<file path="config.mk">
export PLATFORM = sky130hd
export DESIGN_NAME = multicycle_control
export DESIGN_NICKNAME = d
export VERILOG_FILES = /design/src/rtl/mips_ctrl_pkg.sv /design/src/rtl/mc_output_decode.sv /design/src/rtl/multicycle_control.sv
export SDC_FILE = /design/constraint.sdc
export NUM_CORES = 1
export LEC_CHECK = 0
export ABC_AREA = 1
export BUFFER_PORTS_ARGS = -buffer_cell sky130_fd_sc_hd__buf_4
export CAP_MARGIN = 20
export CORE_UTILIZATION = 40
export CTS_CLUSTER_SIZE = 24
export DETAILED_ROUTE_END_ITERATION = 6
export SYNTH_ARGS = -nofsm -noshare
export SYNTH_HDL_FRONTEND = slang
export SYNTH_HIERARCHICAL = 1
export SYNTH_SLANG_ARGS = --single-unit
export TNS_END_PERCENT = 10
</file>
<file path="constraint.sdc">
create_clock -name clk -period 1.4 [get_ports clk]
set_input_delay 0.35 -clock clk [delete_from_list [all_inputs] [get_ports clk]]
set_output_delay 0.35 -clock clk [all_outputs]
set_load 0.01 [all_outputs]
</file>
<file path="src/rtl/mips_ctrl_pkg.sv">
// rtl/mips_ctrl_pkg.sv - shared states, opcodes and control encodings for the multicycle MIPS controller
package mips_ctrl_pkg;

  typedef enum logic [3:0] {
    S_FETCH  = 4'd0,
    S_DECODE = 4'd1,
    S_MEMADR = 4'd2,
    S_MEMRD  = 4'd3,
    S_MEMWB  = 4'd4,
    S_MEMWR  = 4'd5,
    S_EXEC   = 4'd6,
    S_ALUWB  = 4'd7,
    S_BRANCH = 4'd8,
    S_ADDIEX = 4'd9,
    S_ADDIWB = 4'd10,
    S_JUMP   = 4'd11
  } state_t;

  localparam logic [5:0] OP_RTYPE = 6'b000000;
  localparam logic [5:0] OP_LW    = 6'b100011;
  localparam logic [5:0] OP_SW    = 6'b101011;
  localparam logic [5:0] OP_BEQ   = 6'b000100;
  localparam logic [5:0] OP_ADDI  = 6'b001000;
  localparam logic [5:0] OP_J     = 6'b000010;

  localparam logic [1:0] ALUOP_ADD   = 2'b00;
  localparam logic [1:0] ALUOP_SUB   = 2'b01;
  localparam logic [1:0] ALUOP_FUNCT = 2'b10;

  localparam logic [1:0] SRCB_REG   = 2'b00;
  localparam logic [1:0] SRCB_FOUR  = 2'b01;
  localparam logic [1:0] SRCB_IMM   = 2'b10;
  localparam logic [1:0] SRCB_IMMSH = 2'b11;

  localparam logic [1:0] PCSRC_ALU    = 2'b00;
  localparam logic [1:0] PCSRC_ALUOUT = 2'b01;
  localparam logic [1:0] PCSRC_JUMP   = 2'b10;

  typedef struct packed {
    logic       pcwrite;
    logic       branch;
    logic       iord;
    logic       memread;
    logic       memwrite;
    logic       irwrite;
    logic       memtoreg;
    logic       regdst;
    logic       regwrite;
    logic       alusrca;
    logic [1:0] alusrcb;
    logic [1:0] aluop;
    logic [1:0] pcsource;
    logic       instr_done;
    logic       illegal_op;
  } ctrl_t;

  function automatic logic op_supported(input logic [5:0] op);
    case (op)
      OP_RTYPE, OP_LW, OP_SW, OP_BEQ, OP_ADDI, OP_J: return 1'b1;
      default:                                       return 1'b0;
    endcase
  endfunction

endpackage

</file>
<file path="src/rtl/mc_output_decode.sv">
// rtl/mc_output_decode.sv - combinational state to control-vector decode for the multicycle controller
module mc_output_decode
  import mips_ctrl_pkg::*;
(
  input  logic [3:0] state,
  input  logic       mem_ready,
  input  logic [5:0] op,
  output ctrl_t      ctrl
);

  always_comb begin
    ctrl = '0;
    case (state_t'(state))
      S_FETCH: begin
        ctrl.memread  = 1'b1;
        ctrl.alusrcb  = SRCB_FOUR;
        ctrl.aluop    = ALUOP_ADD;
        ctrl.pcsource = PCSRC_ALU;
        // IR and PC only advance once the fetched word is actually there
        ctrl.irwrite  = mem_ready;
        ctrl.pcwrite  = mem_ready;
      end
      S_DECODE: begin
        ctrl.alusrcb = SRCB_IMMSH;
        ctrl.aluop   = ALUOP_ADD;
        if (!op_supported(op)) begin
          ctrl.illegal_op = 1'b1;
          ctrl.instr_done = 1'b1;
        end
      end
      S_MEMADR: begin
        ctrl.alusrca = 1'b1;
        ctrl.alusrcb = SRCB_IMM;
        ctrl.aluop   = ALUOP_ADD;
      end
      S_MEMRD: begin
        ctrl.iord    = 1'b1;
        ctrl.memread = 1'b1;
      end
      S_MEMWB: begin
        ctrl.memtoreg   = 1'b1;
        ctrl.regwrite   = 1'b1;
        ctrl.instr_done = 1'b1;
      end
      S_MEMWR: begin
        ctrl.iord       = 1'b1;
        ctrl.memwrite   = 1'b1;
        ctrl.instr_done = mem_ready;
      end
      S_EXEC: begin
        ctrl.alusrca = 1'b1;
        ctrl.alusrcb = SRCB_REG;
        ctrl.aluop   = ALUOP_FUNCT;
      end
      S_ALUWB: begin
        ctrl.regdst     = 1'b1;
        ctrl.regwrite   = 1'b1;
        ctrl.instr_done = 1'b1;
      end
      S_BRANCH: begin
        ctrl.alusrca    = 1'b1;
        ctrl.alusrcb    = SRCB_REG;
        ctrl.aluop      = ALUOP_SUB;
        ctrl.pcsource   = PCSRC_ALUOUT;
        ctrl.branch     = 1'b1;
        ctrl.instr_done = 1'b1;
      end
      S_ADDIEX: begin
        ctrl.alusrca = 1'b1;
        ctrl.alusrcb = SRCB_IMM;
        ctrl.aluop   = ALUOP_ADD;
      end
      S_ADDIWB: begin
        ctrl.regwrite   = 1'b1;
        ctrl.instr_done = 1'b1;
      end
      S_JUMP: begin
        ctrl.pcsource   = PCSRC_JUMP;
        ctrl.pcwrite    = 1'b1;
        ctrl.instr_done = 1'b1;
      end
      default: ctrl = '0;
    endcase
  end

endmodule

</file>
<file path="src/rtl/multicycle_control.sv">
// rtl/multicycle_control.sv - main control FSM sequencing the multicycle MIPS datapath
module multicycle_control
  import mips_ctrl_pkg::*;
#(
  parameter int STALL_LIMIT = 16
) (
  input  logic       clk,
  input  logic       reset,
  input  logic [5:0] op,
  input  logic       mem_ready,
  output logic       pcwrite,
  output logic       branch,
  output logic       iord,
  output logic       memread,
  output logic       memwrite,
  output logic       irwrite,
  output logic       memtoreg,
  output logic       regdst,
  output logic       regwrite,
  output logic       alusrca,
  output logic [1:0] alusrcb,
  output logic [1:0] aluop,
  output logic [1:0] pcsource,
  output logic       instr_done,
  output logic       illegal_op,
  output logic       mem_timeout,
  output logic [3:0] state
);

  localparam int CW = $clog2(STALL_LIMIT + 1);

  state_t        state_q, state_d;
  logic [CW-1:0] stall_q, stall_d;
  logic          waiting;
  logic          timeout_hit;
  ctrl_t         ctrl, ctrl_g;

  always_ff @(posedge clk) begin
    if (reset) begin
      state_q <= S_FETCH;
      stall_q <= '0;
    end else begin
      state_q <= state_d;
      stall_q <= stall_d;
    end
  end

  always_comb begin
    state_d = state_q;
    case (state_q)
      S_FETCH:  if (mem_ready) state_d = S_DECODE;
      S_DECODE: begin
        case (op)
          OP_LW, OP_SW: state_d = S_MEMADR;
          OP_RTYPE:     state_d = S_EXEC;
          OP_BEQ:       state_d = S_BRANCH;
          OP_ADDI:      state_d = S_ADDIEX;
          OP_J:         state_d = S_JUMP;
          default:      state_d = S_FETCH;
        endcase
      end
      S_MEMADR: state_d = (op == OP_LW) ? S_MEMRD : S_MEMWR;
      S_MEMRD:  if (mem_ready) state_d = S_MEMWB;
      S_MEMWB:  state_d = S_FETCH;
      S_MEMWR:  if (mem_ready) state_d = S_FETCH;
      S_EXEC:   state_d = S_ALUWB;
      S_ALUWB:  state_d = S_FETCH;
      S_BRANCH: state_d = S_FETCH;
      S_ADDIEX: state_d = S_ADDIWB;
      S_ADDIWB: state_d = S_FETCH;
      S_JUMP:   state_d = S_FETCH;
      default:  state_d = S_FETCH;
    endcase
  end

  // Every wait state leaves on mem_ready, so "not waiting" already covers any state change.
  assign waiting = ((state_q == S_FETCH) || (state_q == S_MEMRD) || (state_q == S_MEMWR))
                   && !mem_ready;

  always_comb begin
    stall_d = '0;
    if (waiting) begin
      stall_d = (stall_q == CW'(STALL_LIMIT)) ? stall_q : stall_q + 1'b1;
    end
  end

  assign timeout_hit = waiting && (stall_q == CW'(STALL_LIMIT - 1));

  mc_output_decode u_decode (
    .state     (state_q),
    .mem_ready (mem_ready),
    .op        (op),
    .ctrl      (ctrl)
  );

  // Reset silences everything, so an abandoned store cannot leak a write strobe.
  assign ctrl_g      = reset ? '0 : ctrl;
  assign pcwrite     = ctrl_g.pcwrite;
  assign branch      = ctrl_g.branch;
  assign iord        = ctrl_g.iord;
  assign memread     = ctrl_g.memread;
  assign memwrite    = ctrl_g.memwrite;
  assign irwrite     = ctrl_g.irwrite;
  assign memtoreg    = ctrl_g.memtoreg;
  assign regdst      = ctrl_g.regdst;
  assign regwrite    = ctrl_g.regwrite;
  assign alusrca     = ctrl_g.alusrca;
  assign alusrcb     = ctrl_g.alusrcb;
  assign aluop       = ctrl_g.aluop;
  assign pcsource    = ctrl_g.pcsource;
  assign instr_done  = ctrl_g.instr_done;
  assign illegal_op  = ctrl_g.illegal_op;
  assign mem_timeout = reset ? 1'b0 : timeout_hit;
  assign state       = reset ? 4'd0 : state_q;

endmodule

</file>
# Word level (Yosys, flattened, before mapping)
# Cells that the tools add are included.
[word_totals]
elab_cells = 68
output_inout_bits = 23
ff_bits = 9
input_bits = 9
[op_classes]
n_eq_ne = 21
add_sub_neg = 1
n_mux = 26
n_reduce_logical = 17
bitwise = 1
[ops]
columns = ["op", "n"]
rows = [
  ["4-bit case mux with 5 select lines", 2],
  ["4-bit case mux with 7 select lines", 1],
  ["18-bit 2-to-1 mux", 1],
  ["4-bit by 3-bit equality test with 1-bit output, second input constant", 4],
  ["4-bit equality test, second input constant", 4],
  ["4-bit 2-to-1 mux", 4],
  ["1-bit 2-to-1 mux", 13],
  ["6-bit equality test, second input constant", 2],
  ["2-bit OR reduction", 5],
  ["4-bit by 2-bit equality test with 1-bit output, second input constant", 2],
  ["6-bit by 2-bit equality test with 1-bit output, second input constant", 1],
  ["6-bit by 3-bit equality test with 1-bit output, second input constant", 1],
  ["6-bit by 4-bit equality test with 1-bit output, second input constant", 1],
  ["6-bit logical NOT", 1],
  ["2-bit inequality test, second input constant", 3],
  ["6-bit OR reduction", 1],
  ["5-bit by 1-bit adder with 5-bit output, second input constant", 1],
  ["5-bit by 4-bit equality test with 1-bit output, second input constant", 1],
  ["5-bit equality test, second input constant", 1],
  ["5-bit OR reduction", 1],
  ["4-bit by 1-bit equality test with 1-bit output, second input constant", 1],
  ["4-bit logical NOT", 1],
  ["2-bit case mux with 2 select lines", 1],
  ["4-bit OR reduction", 1],
  ["other kinds (10)", 12],
]

# Logic depth before layout (Yosys ltp)
# Gate-level depths: netlist (run 1).
[logic_depth]
word_depth = 7
mapped_depth = 8
depth_no_buf = 8

# Cells and area by module
# Netlist (run 1), hierarchy kept.
[by_module_without_submodules]
columns = ["module", "seq_area_each_um2", "cells_per_inst", "n_inst", "area_per_inst_um2"]
rows = [
  ["multicycle_control", 180.2, 148, 1, 808.3],
  ["mc_output_decode", 0.0, 58, 1, 249.0],
]

# Worst setup path before layout (run 1)
# OpenSTA, ideal clock, no wires.
[synth_path]
kind = "reg2out"
from = "register state_q[0]"
to = "output port instr_done"
required_time_ns = 1.050
path_stages_with_launch = 9
setup_slack_ns = -0.042
t_arrival_ns = 1.092
path_cell_list = "dfxtp_1 > inv_1 > nor2_2 > nand2_1 > inv_1 > nand2_1 > nand2_1 > inv_1 > nor2_1"
[synth_lines]
columns = ["element", "line_no", "rtl"]
rows = [
  ["from (decl)", "multicycle_control.sv:32", "state_t state_q, state_d;"],
  ["from (signal assigned)", "multicycle_control.sv:43", "state_q <= state_d;"],
  ["to (decl)", "multicycle_control.sv:24", "output logic instr_done,"],
]

==> flow_summary.yaml, run 1 <==
outcome:
  status: "finished with violations"
  failed_checks: "setup timing"
detailed_routing:
  wl_per_cell_um: 9.32
  post-route-drc-count: 0
  drt_wl_total_um: 2710
  drt_iter0_markers: 33
  drt-pass1-iter-count: 4
  ant_nets: 0
  vias: 1308
  vias_per_cell: 4.49
clock_tree:
  clkLatencyLatePin_ns: 0.25
  numCtsBuffers: 3
  cts_hold_buf: 0
  htreeDepth: 1
  cts.sinks: 9
  cts_tree: "done"
  clk_pin_slew_ns: 0.06
  cts_buffer_depth: 2
  root_buffer: "clkbuf_4"
critical_path:
  cp-end-kind: "output pin"
  reg2reg_slack_ns: 0.11
  slowest_stage: "dfxtp_4"
  critical_path.most_common_cell: "buf_4"
  cp_cell_sequence: "inv_2 > nor2_4 > nand2_2 > buf_4 > nand2_1 > inv_1 > nor2_1 > buf_4"
  critPathKind: "reg -> out"
  cp_slowest_stage_delay_ns: 0.40
  critPathLaunchType: "flip-flop"
  required_ns: 1.05
  crit_arrival_ns: 1.37
  path_max_fanout: 7
sta:
  grt_setup_unrepaired: "yes"
  finalHoldViolations: 0
  skew_ns: 0.00329
  finalWorstSetupSlack_ns: -0.318
  fmax_ghz: 0.582
  finalCriticalPeriod_ns: 1.72
  tightest_slew_ns: 0.281
  setup_tns_ns: -4.58
  drv_slew: 0
  slew_headroom_pct: 81.2
  fin_crit_sh_pct: 123
  setup_viol: 21
die:
  die_h_um: 53.4
  pin_count: 32
  core_area_um2: 2480
  row_count: 18
  die_w_um: 53.4
  dieArea_um2: 2850
  start_util_pct: 42.7
logic_synthesis:
  synthDistinctLibCells: 22
  yosysTopAreaCell: "inv_1"
  syn_area_um2: 1060
  yosys_warnings: 6
  netlist_instances: 206
  syn_avg_cell_area_um2: 5.13
  ys_seq_area_share_pct: 17.0
  synth_top_area_share_pct: 17.4
  syn_nets: 218
  synth-seq-cells: 9
  synth_area_leaders: "inv_1 17%, nand2_1 17%, dfxtp_1 17%, nor2_1 17%, nand3_1 5.7%"
placement:
  dp.cells: 286
  place_congestion: 0.779
  dpl_cell_area_um2: 1480
  io_buffers: 31
  hpwl_um: 2270
finish:
  fin_cells: 291
  antenna_cells: 0
  final_util_pct: 64.4
  final_area_um2: 1600
  nNetsFinal: 274
  area_growth_pct: 51.0
  final_cell_mix: "53 x buf_4, 44 x nand2_1, 43 x inv_1"
  final_common_cell: "buf_4"
  drive_gt1_share_pct: 39.5
global_route:
  track_usage_pct: 21.6
  grt_overflow_total: 0
  grt_pass1_wl_um: 4550
  grt_pass1_vias: 1139
  grt_max_degree: 26
  antenna_found_initial: 0
power:
  p_leak_uw: 0.000889
  peakVddDrop_uv: 763
  power_uw: 854
  powerDensity_nw_per_um2: 535
hold_path:
  min_path_type: "in -> reg"
flow_run:
  cap_viol_max_count: 0
## through the flow
stage          setup WS [ns]  hold slack (ns)
2_1_floorplan        0.00221            0.468
4_1_cts               -0.313            0.488
3_3_place_gp          -0.107            0.485
5_1_grt               -0.450            0.512
6_report              -0.318            0.497
3_5_place_dp          -0.134            0.502
## synthesized netlist by cell type (all sizes together)
cell type,instances
a21boi,1
a21oi,6
a22oi,1
buf,3
clkbuf,1
dfxtp,9
ha,3
inv,53
nand2,50
nand3,14
nand4,2
nor2,55
nor3,1
o21ai,6
xor2,1
## layout make-up
type	count	area (µm²)
fillers	263	881
multi-input cells	140	717
repair buffers	55	420
inverters	53	199
flip-flops and latches	9	196
well taps	30	37.5
clock buffers	4	26.3
## state kept, by name, indices dropped and copies added, names as in the netlist
signal	cells
stall_q	5
state_q	4
## metal layers
layer / track usage, % / vias to the layer above / wire (µm)
met5: 0 / - / 0
met4: 3.95 / 0 / 0
met3: 3.74 / 0 / 91
met2: 40.2 / 29 / 1400
met1: 25.4 / 562 / 1220
li1: - / 717 / -
## path summary, 6_finish.rpt
path,end,start,depth (start not counted)
worst max-delay path,alusrcb[0],state_q[0],8
worst min-delay path,state_q[3],reset,2
worst max register to register,state_q[2],state_q[0],10
worst min register to register,stall_q[3],stall_q[3],2
## report_power, final
group	switching [µW]	internal, µW
clock network	90.6	110
logic	195	178
registers	17.3	263
total	303	551
## worst max-delay path: cells and delay by family, from the launching register on
| kind | cells | cell delay (ns) |
|---|---|---|
| DFF | 1 | 0.40 |
| and+or+nand+nor | 4 | 0.37 |
| buffers and inverters | 4 | 0.36 |
## timing repair
item,4_1_cts,5_1_grt
pin swaps,2,3
gates resized for setup,22,14
buffers inserted,0,1
setup endpoints to repair,22,25
## kinds of logic after synthesis
kind of cell | synth area share (%)
AO/OA/AOI/OAI | 8.17
flip-flops | 17.0
adder cells (fa/ha/maj) | 3.55
buffers and inverters | 20.8
AND/OR/NAND/NOR | 49.6
XOR/XNOR | 0.829
(Power assumes the default switching activity.)
==> run 2, diff against run 1 <==
- CORE_ASPECT_RATIO: not set -> 1.2
==> run 2 against run 1 <==
Effect of this change:
- the run still ends with setup timing left
- routed wire length shrank 1.3%
- register-to-register slack gained 0.03 ns
- setup slack lost 0.024 ns
- sequential power grew 1%
- clock skew grew 0.0042 ns
- worst hold slack lost 0.063 ns
- critical path type unchanged
- critical endpoint is now instr_done
- highest routed layer is now met4
==> flow_summary.yaml, run 2 (same netlist as run 1, synthesis figures left out) <==
power:
  peakVddDrop_uv: 529
  powerDensity_nw_per_um2: 540
  power_frac_clock_pct: 25.7
  power_frac_seq_pct: 34.0
  power_frac_comb_pct: 40.3
  p_int_uw: 525
  power_uw: 837
  p_leak_uw: 0.000857
  sw_frac_of_total_pct: 37.2
  switchingPower_uw: 311
sta:
  drv_slew: 0
  grt_setup_unrepaired: "yes"
  whs_ns: 0.434
  fmax_ghz: 0.574
  finalCriticalPeriod_ns: 1.74
  slew_headroom_pct: 82.7
  setup_viol: 23
  finalHoldViolations: 0
  skew_ns: 0.00744
  tightest_slew_ns: 0.259
  fin_crit_sh_pct: 124
  finalWorstSetupSlack_ns: -0.341
placement:
  io_buffers: 31
  dp.cells: 282
  hpwl_um: 2180
  place_congestion: 0.899
  dp_slack_ns: -0.148
detailed_routing:
  drt_wl_total_um: 2680
  ant_nets: 0
  drt-pass1-iter-count: 4
  wl_per_cell_um: 9.36
  post-route-drc-count: 0
  vias: 1310
  vias_per_cell: 4.58
  drt_iter0_markers: 22
critical_path:
  required_ns: 1.05
  cp-end-kind: "output pin"
  path_max_fanout: 6
  crit_arrival_ns: 1.39
  critPathLaunchType: "flip-flop"
  rr_worst_depth: 9
  critPathKind: "reg -> out"
finish:
  top_regs: "stall_q (5), state_q (4)"
  nNetsFinal: 266
  largest_reg_flops: 5
  final_cell_mix: "46 x buf_4, 42 x inv_1, 42 x nor2_1, 42 x nand2_1, 12 x nand3_1"
  regMostFlops: "stall_q"
  drive_gt1_share_pct: 38.3
  final_util_pct: 61.3
  area_growth_pct: 46.5
  antenna_cells: 0
  final_common_cell: "buf_4"
  fin_cells: 286
flow_run:
  cap_viol_max_count: 0
global_route:
  antenna_found_initial: 0
  track_usage_pct: 20.1
  grt_overflow_total: 0
  grt_pass1_vias: 1195
  grt_max_degree: 26
  grt_pass1_wl_um: 4540
die:
  die_h_um: 58.3
  core_area_um2: 2530
  start_util_pct: 41.8
  pin_count: 32
  dieArea_um2: 2850
  row_count: 20
  die_w_um: 48.9
clock_tree:
  cts_buffer_depth: 2
  cts.sinks: 9
  cts_hold_buf: 0
  post_cts_buffers: 0
  clkLatencyLatePin_ns: 0.27
  cts_tree: "done"
  numCtsBuffers: 3
  htreeDepth: 1
  root_buffer: "clkbuf_4"
  clk_pin_slew_ns: 0.07
outcome:
  failed_checks: "setup timing"
  status: "finished with violations"
hold_path:
  min_path_type: "in -> reg"
  worstHoldPathCells: 2
## run 2: per-layer routing
metal  up-vias  share of wire [%]  GRT usage [%]
met2        34                 52           36.3
met4         0                1.1           9.66
li1        700                  -              -
met3         4                3.3           1.81
met1       572                 44           23.9
met5         -                  0              0
## run 2: final timing paths
path | from | to | slack (ns)
min reg2reg | stall_q[3] | stall_q[3] | 0.50
max | state_q[2] | instr_done | -0.34
min | reset | state_q[3] | 0.43
max reg2reg | state_q[1] | state_q[0] | 0.14
## run 2: critical path, cell delays in order (launching register included)
cell and delay [ns]:
dfxtp_4 0.42, inv_4 0.04, nor2_4 0.14, nand2_2 0.09, nand3_2 0.09, nor2_1 0.05
nand2_1 0.05, inv_1 0.03, nor2_1 0.08, buf_4 0.12
## run 2: metrics by stage
stage | setup TNS (ns) | cell area (µm²)
detailed placement | -0.986 | 1430
global route | -7.21 | 1550
finish | -5.29 | 1550
floorplan | 0 | 1060
CTS | -5.09 | 1500
global placement | -0.584 | 1430
## run 2: power groups by stage
stage	sequential (µW)	clock [µW]	combinational (µW)
floorplan	287	0	176
global placement	286	0	311
detailed placement	287	0	317
CTS	279	221	329
global route	287	224	375
finish	285	215	337
## run 2: final cells by class
class	count	area, µm²
Clock buffer	4	26.3
Fill cell	260	978
Inverter	53	201
Multi-Input combinational cell	140	726
Sequential cell	9	198
Tap cell	33	41.3
Timing Repair Buffer	47	357
## run 2: repair_timing
item	in CTS	in global routing
pin swaps	0	6
resized for setup	17	23
endpoints found under the setup margin	23	24
gates cloned	0	0
